## src/rtl/bin2bcd_seq_if.sv

```systemverilog
// Handshake and data bundle for the sequential binary-to-BCD converter.
// Optional macro BIN2BCD_LZB_EN adds the leading-zero blanking vector.
interface bin2bcd_seq_if #(
  parameter int unsigned BIN_W = 7,
  parameter int unsigned NDIG  = 3
);
  logic                  start;
  logic [BIN_W-1:0]      bin;
  logic [NDIG*4-1:0]     bcd;
  logic                  ready;
  logic                  done_tick;
`ifdef BIN2BCD_LZB_EN
  logic [NDIG-1:0]       blank;

  modport master (output start, output bin,
                  input bcd, input ready, input done_tick, input blank);
  modport slave  (input start, input bin,
                  output bcd, output ready, output done_tick, output blank);
`else
  modport master (output start, output bin,
                  input bcd, input ready, input done_tick);
  modport slave  (input start, input bin,
                  output bcd, output ready, output done_tick);
`endif
endinterface

```

## src/rtl/bin2bcd_seq.sv

```systemverilog
// Sequential binary-to-BCD converter, shift-and-add-3, one bit per clock.
// Optional macro BIN2BCD_LZB_EN: registered leading-zero blanking flags.
module bin2bcd_seq #(
  parameter int unsigned BIN_W = 7,
  parameter int unsigned NDIG  = 3
) (
  input  logic           clk,
  input  logic           rst,
  bin2bcd_seq_if.slave   bus
);
  localparam int unsigned BCD_W = NDIG * 4;
  localparam int unsigned CNT_W = $clog2(BIN_W + 1);

  typedef enum logic [1:0] {IDLE = 2'd0, OP = 2'd1, DONE = 2'd2} state_t;

  state_t             state, state_n;
  logic [BCD_W-1:0]   bcd_q, bcd_n, adj;
  logic [BIN_W-1:0]   sreg, sreg_n;
  logic [CNT_W-1:0]   cnt, cnt_n;
  logic               ready_q, done_q;

  // State and datapath registers; Moore outputs are registered from next state
  always_ff @(posedge clk) begin
    if (rst) begin
      state   <= IDLE;
      bcd_q   <= '0;
      sreg    <= '0;
      cnt     <= '0;
      ready_q <= 1'b1;
      done_q  <= 1'b0;
    end else begin
      state   <= state_n;
      bcd_q   <= bcd_n;
      sreg    <= sreg_n;
      cnt     <= cnt_n;
      ready_q <= (state_n == IDLE);
      done_q  <= (state_n == DONE);
    end
  end

  // Next-state logic with the add-3 digit adjust and the combined shift
  always_comb begin
    state_n = state;
    bcd_n   = bcd_q;
    sreg_n  = sreg;
    cnt_n   = cnt;
    adj     = bcd_q;
    for (int k = 0; k < int'(NDIG); k++) begin
      if (bcd_q[4*k +: 4] > 4'd4) adj[4*k +: 4] = bcd_q[4*k +: 4] + 4'd3;
    end
    case (state)
      IDLE: begin
        if (bus.start) begin
          sreg_n  = bus.bin;
          bcd_n   = '0;
          cnt_n   = CNT_W'(BIN_W);
          state_n = OP;
        end
      end
      OP: begin
        {bcd_n, sreg_n} = {adj, sreg} << 1;
        cnt_n = cnt - CNT_W'(1);
        if (cnt == CNT_W'(1)) state_n = DONE;
      end
      DONE:    state_n = IDLE;
      default: state_n = IDLE;
    endcase
  end

  assign bus.bcd       = bcd_q;
  assign bus.ready     = ready_q;
  assign bus.done_tick = done_q;

`ifdef BIN2BCD_LZB_EN
  logic [NDIG-1:0] blank_q, blank_c;
  logic            upper_zero;

  // Digit k blanks when it and every higher digit are zero; units never blank
  always_comb begin
    blank_c    = '0;
    upper_zero = 1'b1;
    for (int k = int'(NDIG) - 1; k >= 1; k--) begin
      upper_zero = upper_zero && (bcd_n[4*k +: 4] == 4'd0);
      blank_c[k] = upper_zero;
    end
  end

  // Blank flags update only on the edge that enters DONE
  always_ff @(posedge clk) begin
    if (rst) begin
      blank_q <= '0;
    end else if (state == OP && state_n == DONE) begin
      blank_q <= blank_c;
    end
  end

  assign bus.blank = blank_q;
`endif
endmodule

```

## src/flat_wrapper.sv

```systemverilog
// flat-port wrapper written by rule: the top's interface ports become plain ports
module bin2bcd_seq_flat 
#(
  parameter int unsigned BIN_W = 7,
  parameter int unsigned NDIG  = 3
)
  (clk, rst, bus_start, bus_bin, bus_bcd, bus_ready, bus_done_tick);
  bin2bcd_seq_if #(.BIN_W(BIN_W), .NDIG(NDIG)) bus_i ();
  input  logic clk;
  input  logic rst;
  input wire logic [$bits(bus_i.start)-1:0] bus_start;
  input wire logic [$bits(bus_i.bin)-1:0] bus_bin;
  output wire logic [$bits(bus_i.bcd)-1:0] bus_bcd;
  output wire logic [$bits(bus_i.ready)-1:0] bus_ready;
  output wire logic [$bits(bus_i.done_tick)-1:0] bus_done_tick;
  assign bus_i.start = bus_start;
  assign bus_i.bin = bus_bin;
  assign bus_bcd = bus_i.bcd;
  assign bus_ready = bus_i.ready;
  assign bus_done_tick = bus_i.done_tick;
  bin2bcd_seq #(.BIN_W(BIN_W), .NDIG(NDIG)) u_core (.clk(clk), .rst(rst), .bus(bus_i));
endmodule
```

## config.mk

```make
export PLATFORM = sky130hd
export DESIGN_NAME = bin2bcd_seq_flat
export DESIGN_NICKNAME = d
export VERILOG_FILES = /design/src/rtl/bin2bcd_seq_if.sv /design/src/rtl/bin2bcd_seq.sv /design/src/flat_wrapper.sv
export SDC_FILE = /design/constraint.sdc
export NUM_CORES = 1
export LEC_CHECK = 0
export ABC_AREA = 1
export BUFFER_PORTS_ARGS = -buffer_cell sky130_fd_sc_hd__buf_2
export CORE_MARGIN = 2
export CORE_UTILIZATION = 35
export CTS_BUF_LIST = sky130_fd_sc_hd__clkbuf_4
export DETAILED_ROUTE_END_ITERATION = 8
export HOLD_SLACK_MARGIN = 0.12
export SKIP_LAST_GASP = 1
export SLEW_MARGIN = 0
export SYNTH_ARGS = -nofsm -noshare
export SYNTH_HDL_FRONTEND = slang
export SYNTH_SLANG_ARGS = --single-unit
export TNS_END_PERCENT = 10
```

## constraint.sdc

```tcl
create_clock -name clk -period 1.7 [get_ports clk]
set_input_delay 0.255 -clock clk [delete_from_list [all_inputs] [get_ports clk]]
set_output_delay 0.255 -clock clk [all_outputs]
set_load 0.02 [all_outputs]
```

==> results of run 1 <==
==> critical path: cells and delay by family, from the launching register on <==
kind / cells / cell delay (ns)
adder cells (fa/ha/maj): 1 / 0.21
buffers and inverters: 2 / 0.14
flip-flops: 1 / 0.41
AO/OA/AOI/OAI: 2 / 0.28
AND/OR/NAND/NOR: 2 / 0.19
==> power groups by stage <==
stage	sequential (W)	clock, W	combinational, W
global route	0.000654	0.000467	0.000155
global placement	0.000663	0	0.000139
CTS	0.000651	0.000442	0.000138
finish	0.000651	0.000421	0.000135
floorplan	0.000665	0	0.000114
detailed placement	0.000663	0	0.000138
==> path summary, 6_finish.rpt <==
| path | from | end | slack [ns] | cells after the start |
|---|---|---|---|---|
| worst max register to register | u_core.bus.bcd[4]$_SDFFE_PP0P_ | u_core.bus.bcd[8]$_SDFFE_PP0P_ | 0.42 | 7 |
| worst min-delay path | bus_bin[0] | u_core.sreg[0]$_SDFFE_PP0P_ | 0.17 | 3 |
| worst min register to register | u_core.sreg[0]$_SDFFE_PP0P_ | u_core.sreg[0]$_SDFFE_PP0P_ | 0.47 | 2 |
| worst max-delay path | u_core.bus.bcd[4]$_SDFFE_PP0P_ | u_core.bus.bcd[8]$_SDFFE_PP0P_ | 0.42 | 7 |
==> area by class of cell <==
cell class	instances	area, um2	area share, %
clock buffers	3	22.5	1.51
clock inverters	1	30.0	2.01
inverters	21	86.3	5.77
multi-input cells	116	654	43.7
flip-flops and latches	26	520	34.8
well taps	48	60.1	4.01
repair buffers	24	123	8.19
==> routing by layer <==
metal / vias to the layer above / part of all wire [%]
met2: 22 / 45
li1: 591 / -
met1: 478 / 50
met3: 2 / 4.5
met4: 0 / 0.50
met5: - / 0
==> cells in the final DEF, fill, tap and decap left out, drive strengths merged <==
cell	count
a211oi	1
a21oi	17
a31oi	6
buf	24
bufinv	1
clkbuf	3
dfxtp	26
ha	5
inv	21
nand2	55
nand3	22
nor2	4
o211ai	1
o21ai	2
o21bai	3
==> flip-flops by register name (all words and copies together) (netlist names) <==
register and count:
u_core.sreg 7, u_core.state 2, u_core.bus.ready 1, u_core.bus.done_tick 1
u_core.cnt 3, u_core.bus.bcd 12
==> kinds of logic after synthesis <==
| group | Yosys count | share of synthesized area [%] |
|---|---|---|
| and+or+nand+nor | 81 | 29.8 |
| AOI/OAI and AO/OA | 30 | 15.2 |
| buffers and inverters | 25 | 10.6 |
| DFF | 26 | 39.6 |
| adders and majority gates | 5 | 4.76 |
==> through the flow <==
step	total power (W)	instances
after floorplan	0.000779	167
after global placement	0.000803	235
after detailed placement	0.000801	235
after CTS	0.00123	239
after global routing	0.00128	239
final	0.00121	239
==> key figures, run 1 <==
Clock network
  • Post-CTS Setup Bufs: 0
  • CTS resizes: 0
  • CTS Hold Bufs: 0
  • Sinks on Clock Net: 26
  • Skew-Pair Late Insertion Delay: 0.32 ns
  • CTS Root Cell: clkbuf_4
  • Clk pin slew, worst setup/hold paths: 0.15 ns
  • CTS Buffer Depth: 2
  • H-tree depth: 1
  • CTS buffer count: 3
  • TritonCTS clock tree: done

Yosys
  • Mapped Cells: 167
  • Net Count, Synth: 182
  • Top cells by area, synth: dfxtp_1 (40%), nand2_1 (15%), nand3_1 (5.7%)
  • Top-count cell post-synth: nand2_1
  • Async set or reset register ratio after synthesis: 0%
  • EDFF count, synth: 0
  • Commonest cells post-synth: nand2_1 (52), dfxtp_1 (26), inv_1 (19), nand3_1 (15), a21oi_1 (9)
  • Leading register cell type out of synthesis: dfxtp_1
  • Avg Inst Size Synth: 7.87 um2
  • Yosys warning count: 0
  • Area leader, netlist: dfxtp_1
  • Cell Area, Synth: 0.00131 mm2
  • Register bit count reported by yosys: 26
  • Share of the synthesized area in the top cell type: 39.6%
  • Yosys cell types: 23
  • Seq/Total Area, Yosys: 39.6%

Global routing
  • Number of global-route vias before repair: 928
  • Congestion Overflow GR: 0
  • Met1 usage: 16.2%
  • Met2 usage: 20.0%
  • Antenna violations before repair: 0
  • First-pass GRT wire length: 4200 um
  • Grt met3 use: 4.28%
  • Gr usage total: 12.4%
  • Pin count of the biggest net entering global routing: 20
  • Top Usage Layer GRT: met2

Cells and area
  • Area growth syn-to-layout: 13.9%
  • Antenna fix cells: 0
  • Layout cell share with drive strength beyond 1: 25.7%
  • Filler Cell Count: 403
  • Cell area after layout: 0.00150 mm2
  • Nets@finish: 207
  • Layout Utilization: 41.2%

Drt
  • Vias/cell: 4.57
  • Post-Route WL: 2420 um
  • Via count: 1093
  • DR iter-0 viols: 23
  • Detail Route Antenna Nets: 0
  • DRC viols: 0
  • DR pass1 iterations: 4
  • Drt wl/cell: 10.1 um

Pwr
  • Leak pwr: 0.654 nW
  • Sw Ratio: 24.0%
  • Internal power: 0.000918 W
  • Comb pwr share: 11.2%
  • Sw power: 0.000290 W
  • Seq pwr share: 53.9%
  • Cell Pwr Density: 807 mW/mm2
  • Clock Power Share: 34.9%
  • Peak supply drop: 584 uV

Worst setup path
  • Crit Path Category: flop to flop
  • CP Launch Type: flop
  • Arr. time, crit path: 1.56 ns
  • Crit path max fanout: 5
  • Crit-path max cell delay: 0.41 ns
  • CP required: 1.97 ns
  • Slowest-stage cell, CP: dfxtp_1
  • Crit end category: flop
  • CP cell instances: inv_1, ha_1, inv_1, nand2_1, a21oi_1, nand3_1, a21oi_1

Placement
  • DP Area: 0.00144 mm2
  • DP Worst Slack: 0.441 ns
  • Input/output buffers: 23
  • Final Wtd Congestion: 0.711
  • Post-DP HPWL: 1760 um

Floorplan
  • Number of core rows: 22
  • Placeable Area: 0.00363 mm2
  • DIE AREA: 0.00426 mm2
  • Die Height: 65.3 um
  • Initial core utilization: 36.2%
  • Die width: 65.3 um
  • IO Count: 24

Timing
  • Unrepaired setup endpoints after global routing: false
  • Fin. max-slew vios: 0
  • Sum Neg Setup Slack: 0 ns
  • Final Cycle Share: 75.6%
  • Max_slew headroom: 77.4%
  • Setup Skew: 0.0119 ns
  • Final hold vios: 0
  • Final-report setup violation count: 0
  • Fmax: 779 MHz
  • Min Tclk post-route: 1.28 ns
  • Slew of the pin with the lowest slew margin: 0.339 ns
  • Final hold slack: 0.174 ns
  • Setup ws final: 0.416 ns

Run status
  • Outcome: finished, final reports clean

Flow run
  • Max_cap viols: 0

Worst hold path
  • Hold WC Path Type: input pin to flop
Note: power is estimated with default switching activity, not from simulation.
==> inputs of run 2 (changes only) <==
==> constraint.sdc (replaced) <==
create_clock -name clk -period 1.05 [get_ports clk]
set_input_delay 0.1575 -clock clk [delete_from_list [all_inputs] [get_ports clk]]
set_output_delay 0.1575 -clock clk [all_outputs]
set_load 0.02 [all_outputs]
==> run 2 against run 1 <==
  * The flow now finishes with violations (negative setup slack)
  * Setup slack got worse by 0.48 ns
  * Register-to-register slack got worse by 0.45 ns
  * Sequential power grew 58%
  * Critical path type is now flop to primary output
  * Largest cell class unchanged
==> key figures, run 2 (same netlist as run 1, synthesis figures left out) <==
Worst setup path
  • Crit path max fanout: 3 (-2)
  • CP required: 0.89 ns (-1.08 ns)
  • Arr. time, crit path: 0.96 ns (-0.60 ns)
  • Crit Path Category: flop to primary output
  • Crit end category: primary output
  • CP Launch Type: flop

Clock network
  • CTS Buffer Depth: 2 (unchanged)
  • CTS Root Cell: clkbuf_4
  • Clk pin slew, worst setup/hold paths: 0.15 ns (about the same)
  • CTS buffer count: 3 (unchanged)
  • Skew-Pair Late Insertion Delay: 0.34 ns (+0.02 ns)
  • Sinks on Clock Net: 26 (unchanged)
  • H-tree depth: 1 (unchanged)
  • TritonCTS clock tree: done

Cells and area
  • Area growth syn-to-layout: 41.4%
  • Nets@finish: 230 (+11%)
  • Most common cell after layout, fill and taps aside: nand2_1
  • Antenna fix cells: 0 (unchanged)
  • Max FFs per register: 12 (unchanged)
  • Layout Utilization: 51.1% (+10 points)
  • Most frequent cells in the layout: nand2_1 (46), buf_2 (18), dfxtp_1 (17)
  • Cell area after layout: 0.00186 mm2 (+24%)
  • Layout cell share with drive strength beyond 1: 43.9% (+18 points)

Placement
  • Final Wtd Congestion: 0.855 (+20%)
  • Post-DP HPWL: 1890 um (+7.7%)
  • DP Area: 0.00161 mm2 (+12%)
  • Input/output buffers: 23 (unchanged)

Drt
  • Post-Route WL: 2840 um (+17%)
  • Detail Route Antenna Nets: 0 (unchanged)
  • DRC viols: 0 (unchanged)
  • DR pass1 iterations: 4 (unchanged)
  • Via count: 1222 (+12%)
  • Drt wl/cell: 10.9 um (+7.1%)
  • Vias/cell: 4.66 (+2.0%)
  • DR iter-0 viols: 17 (-26%)

Timing
  • Final hold vios: 0 (unchanged)
  • Unrepaired setup endpoints after global routing: true
  • Setup Skew: 0.00731 ns (-0.00456 ns)
  • Fin. max-slew vios: 0 (unchanged)
  • Final Cycle Share: 106%
  • Fmax: 897 MHz
  • Min Tclk post-route: 1.12 ns
  • Max_slew headroom: 85.1% (+7.7 points)
  • Setup ws final: -0.0651 ns (-0.481 ns)
  • Slew of the pin with the lowest slew margin: 0.224 ns (-0.115 ns)
  • Final-report setup violation count: 18 (+18)

Run status
  • Outcome: finished, violations left
  • Failing checks: negative setup slack

Pwr
  • Peak supply drop: 750 uV (+28%)
  • Total power: 0.00203 W (+68%)
  • Cell Pwr Density: 1090 mW/mm2 (+36%)
  • Leak pwr: 0.818 nW (+25%)

Worst hold path
  • Hold WC Path Type: input pin to flop

Floorplan
  • Number of core rows: 22 (unchanged)
  • DIE AREA: 0.00426 mm2 (unchanged)
  • Placeable Area: 0.00363 mm2 (unchanged)
  • Die Height: 65.3 um (unchanged)
  • Die width: 65.3 um (unchanged)
  • IO Count: 24 (unchanged)
  • Initial core utilization: 36.2% (unchanged)

Global routing
  • Antenna violations before repair: 0 (unchanged)
  • First-pass GRT wire length: 5030 um (+20%)
  • Pin count of the biggest net entering global routing: 20 (unchanged)
  • Congestion Overflow GR: 0 (unchanged)
  • Number of global-route vias before repair: 1217 (+31%)
  • Gr usage total: 14.8% (+2.4 points)

Flow run
  • Max_cap viols: 0 (unchanged)
## run 2: cell types whose count changed in the layout (fill, tap and decap cells not counted), sizes merged
cell / delta
dlygate4sd3: +7
buf: +16
## run 2: worst paths after layout
check / endpoint / cells past startpoint / slack, ns / from
worst min register to register: u_core.sreg[0]$_SDFFE_PP0P_ / 2 / 0.48 / u_core.sreg[0]$_SDFFE_PP0P_
worst max register to register: u_core.bus.bcd[9]$_SDFFE_PP0P_ / 8 / -0.03 / u_core.bus.bcd[8]$_SDFFE_PP0P_
worst max-delay path: bus_bcd[8] / 2 / -0.07 / u_core.bus.bcd[8]$_SDFFE_PP0P_
worst min-delay path: u_core.bus.bcd[2]$_SDFFE_PP0P_ / 2 / 0.12 / rst
## run 2: stage by stage
stage | hold slack, ns | setup slack (ns) | std cells | TNS (ns)
6_report | 0.124 | -0.0651 | 262 | -0.498
5_1_grt | 0.151 | -0.124 | 262 | -2.68
4_1_cts | 0.122 | -0.0693 | 262 | -1.11
3_5_place_dp | 0.419 | -0.0339 | 247 | -0.103
3_3_place_gp | 0.420 | -0.0182 | 247 | -0.0196
2_1_floorplan | 0.227 | -0.0241 | 167 | -0.0797
## run 2: repair_timing
| item | in CTS | in global routing |
|---|---|---|
| hold endpoints to repair | 7 | 0 |
| setup endpoints to repair | 29 | 36 |
| gates resized for setup | 19 | 12 |
| pin swaps | 0 | 7 |
| buffers inserted | 4 | 0 |
| hold buffers | 7 | 0 |
## run 2: power breakdown
part	internal (W)	switching (W)	total, W
Sequential	0.00101	0.0000213	0.00103
Combinational	0.000116	0.000170	0.000285
Clock	0.000387	0.000330	0.000717
## run 2: worst max-delay path, stage by stage, from the launching register on
cell     delay (ns)
dfxtp_4        0.38
buf_6          0.12
buf_6          0.12
## run 2: layer usage
metal  part of all wire (%)  global-route usage [%]
met3                    2.9                    2.57
met1                     47                    18.2
met5                      0                       0
met2                     49                    26.3
met4                    1.4                    4.69
## run 2: final cells by class
class,count,area (um2)
Multi-Input combinational cell,116,728
Clock buffer,3,22.5
Clock inverter,1,30.0
Tap cell,48,60.1
Inverter,21,106
Sequential cell,26,552
Fill cell,368,1780
Timing Repair Buffer,47,359
==> inputs of run 3 (changes only) <==
--- a/config.mk
+++ b/config.mk
@@ -8,10 +8,11 @@
 export ABC_AREA = 1
 export BUFFER_PORTS_ARGS = -buffer_cell sky130_fd_sc_hd__buf_2
 export CORE_MARGIN = 2
-export CORE_UTILIZATION = 35
+export CORE_UTILIZATION = 51
 export CTS_BUF_LIST = sky130_fd_sc_hd__clkbuf_4
 export DETAILED_ROUTE_END_ITERATION = 8
 export HOLD_SLACK_MARGIN = 0.12
+export PLACE_DENSITY = 0.77
 export SKIP_LAST_GASP = 1
 export SLEW_MARGIN = 0
 export SYNTH_ARGS = -nofsm -noshare
==> run 3 against run 2 <==
  * Setup slack got worse by 0.0095 ns
  * Die area is 30% lower
  * Clock power barely moved
  * Sequential share of layout area down 0.075 points
  * The flow still finishes with violations (negative setup slack)
  * First-iteration DRC count is 5.9% lower
  * Highest routed layer unchanged
  * Total power decreased by 0.26%
  * Largest power group unchanged
==> key figures, run 3 (same netlist as run 1, synthesis figures left out) <==
Run status
  • Outcome: finished, violations left
  • Failing checks: negative setup slack

Worst setup path
  • Crit. Startpoint: u_core.bus.bcd[5]$_SDFFE_PP0P_
  • WP depth: 2 (unchanged)
  • Crit path max-delay family: flip-flops
  • CP Launch Type: flop
  • Reg2Reg Depth: 7 (-1)
  • Crit end category: primary output
  • RR Endpoint: u_core.bus.bcd[4]$_SDFFE_PP0P_
  • Arr. time, crit path: 0.97 ns (about the same)
  • Crit-path max cell delay: 0.38 ns (about the same)
  • Crit path max fanout: 2 (-1)
  • Worst R2R Setup Slack: -0.06 ns (-0.03 ns)
  • Reg2reg start: u_core.bus.bcd[1]$_SDFFE_PP0P_
  • Slowest-stage cell, CP: dfxtp_4
  • CP bufs+invs: 2 (unchanged)
  • CP cell instances: buf_4, buf_6
  • CP Capture Point: bus_bcd[5]
  • Crit Path Category: flop to primary output
  • CP required: 0.89 ns (about the same)

Pwr
  • Sw Ratio: 25.5% (-0.16 points)
  • Cell Pwr Density: 1090 mW/mm2 (about the same)
  • Seq pwr share: 51.0% (+0.3 points)
  • Internal power: 0.00151 W (about the same)
  • Comb pwr share: 13.8% (-0.2 points)
  • Clock Power Share: 35.2% (about the same)
  • Sw power: 0.000517 W (-0.90%)
  • Peak supply drop: 1010 uV (+35%)
  • Leak pwr: 0.847 nW (+3.5%)

Global routing
  • Number of global-route vias before repair: 1092 (-10%)
  • Antenna violations before repair: 0 (unchanged)
  • Congestion Overflow GR: 0 (unchanged)
  • First-pass GRT wire length: 4530 um (-9.9%)
  • Pin count of the biggest net entering global routing: 20 (unchanged)
  • Gr usage total: 21.7% (+6.9 points)

Placement
  • DP Worst Slack: -0.0537 ns (-0.0198 ns)
  • Final Wtd Congestion: 0.786 (-8.2%)
  • Input/output buffers: 23 (unchanged)
  • DP Area: 0.00157 mm2 (-2.8%)
  • Post-DP HPWL: 1990 um (+5.1%)

Timing
  • Sum Neg Setup Slack: -0.618 ns (-0.120 ns)
  • Setup Skew: 0.00453 ns (-0.00278 ns)
  • Min Tclk post-route: 1.12 ns (+0.00947 ns)
  • Fmax: 889 MHz (-0.84%)
  • Fin. max-slew vios: 0 (unchanged)
  • Final-report setup violation count: 17 (-1)
  • Unrepaired setup endpoints after global routing: true
  • Final hold vios: 0 (unchanged)
  • Max_slew headroom: 82.4% (-2.7 points)
  • Final Cycle Share: 107% (+0.90 points)
  • Slew of the pin with the lowest slew margin: 0.264 ns (+0.0405 ns)
  • Setup ws final: -0.0746 ns (-0.00947 ns)

Cells and area
  • Area growth syn-to-layout: 41.1%
  • Layout cell share with drive strength beyond 1: 47.0% (+3.1 points)
  • Cell area after layout: 0.00185 mm2 (-0.20%)
  • Layout Utilization: 75.5% (+24 points)
  • Filler Cell Count: 175 (-52%)
  • Most common cell after layout, fill and taps aside: nand2_1
  • Antenna fix cells: 0 (unchanged)
  • Most frequent cells in the layout: nand2_1 (44), buf_2 (19), dfxtp_1 (17)
  • Nets@finish: 231 (+0.43%)
  • Max FFs per register: 12 (unchanged)

Drt
  • Via count: 1296 (+6.1%)
  • Vias/cell: 5.29 (+13%)
  • DR pass1 iterations: 4 (unchanged)
  • DR iter-0 viols: 16 (-1)
  • Detail Route Antenna Nets: 0 (unchanged)
  • Post-Route WL: 3130 um (+10%)
  • Drt wl/cell: 12.8 um (+18%)
  • DRC viols: 0 (unchanged)

Clock network
  • CTS buffer count: 3 (unchanged)
  • TritonCTS clock tree: done
  • H-tree depth: 1 (unchanged)
  • CTS Buffer Depth: 2 (unchanged)
  • Clk pin slew, worst setup/hold paths: 0.14 ns (about the same)
  • Skew-Pair Late Insertion Delay: 0.34 ns (about the same)
  • CTS Root Cell: clkbuf_4
  • Sinks on Clock Net: 26 (unchanged)

Floorplan
  • DIE AREA: 0.00300 mm2 (-30%)
  • Placeable Area: 0.00245 mm2 (-32%)
  • Initial core utilization: 53.5% (+17 points)
  • Number of core rows: 18 (-18%)
  • Die width: 54.8 um (-16%)
  • IO Count: 24 (unchanged)
  • Die Height: 54.8 um (-16%)

Worst hold path
  • Hold WC Path Type: input pin to flop

Flow run
  • Max_cap viols: 0 (unchanged)
## run 3: cell types whose count changed in the layout (fill, tap and decap cells not counted), sizes merged
cell,delta
buf,+2
dlygate4sd3,-1
## run 3: how the worst min path moves through the flow
stage	to	cells after the start	startpoint	slack, ns
4_1_cts	u_core.sreg[6]$_SDFFE_PP0P_	5	bus_bin[6]	0.12
2_1_floorplan	u_core.sreg[1]$_SDFFE_PP0P_	1	rst	0.23
6_report	u_core.sreg[6]$_SDFFE_PP0P_	5	bus_bin[6]	0.13
5_1_grt	u_core.bus.bcd[3]$_SDFFE_PP0P_	2	rst	0.14
3_5_place_dp	u_core.sreg[0]$_SDFFE_PP0P_	3	bus_bin[0]	0.43
3_3_place_gp	u_core.sreg[0]$_SDFFE_PP0P_	3	bus_bin[0]	0.41
## run 3: worst reg2reg max path: cells and delay by family (launching register included)
family / cells / cell delay (ns)
AND/OR/NAND/NOR: 2 / 0.16
adder cells (fa/ha/maj): 1 / 0.15
flip-flops: 1 / 0.39
buffers and inverters: 2 / 0.10
AO/OA/AOI/OAI: 2 / 0.26
## run 3: power by group through the flow
stage               Sequential [W]  Clock (W)  Combinational, W
floorplan                  0.00106          0          0.000189
global placement           0.00106          0          0.000252
detailed placement         0.00106          0          0.000257
CTS                        0.00103   0.000719          0.000278
global route               0.00104   0.000747          0.000307
finish                     0.00103   0.000714          0.000280
## run 3: per-layer routing
metal	GRT usage, %	up-vias	part of all wire, %
li1	-	646	-
met1	24.7	613	40
met2	38.1	30	54
met3	3.55	7	3.3
met4	12.1	0	2.2
met5	0	-	0
## run 3: repair_timing
action / in CTS / in global routing
hold endpoints to repair: 6 / 0
gates resized for setup: 15 / 20
buffers inserted: 3 / 6
hold buffers: 6 / 0
pin swaps: 1 / 12
setup endpoints to repair: 26 / 35
## run 3: layout make-up
class	instances	area, um2	share of cell area [%]
Sequential cell	26	549	29.6
Clock inverter	1	30.0	1.62
Timing Repair Buffer	48	354	19.1
Inverter	21	106	5.74
Clock buffer	3	22.5	1.21
Tap cell	30	37.5	2.02
Multi-Input combinational cell	116	754	40.7
## run 3: stage by stage
step / total power (W) / hold WS (ns) / std cells
after detailed placement: 0.00131 / 0.428 / 226
after global placement: 0.00131 / 0.414 / 226
after CTS: 0.00203 / 0.122 / 239
after floorplan: 0.00125 / 0.227 / 167
after global routing: 0.00209 / 0.145 / 245
final: 0.00203 / 0.126 / 245
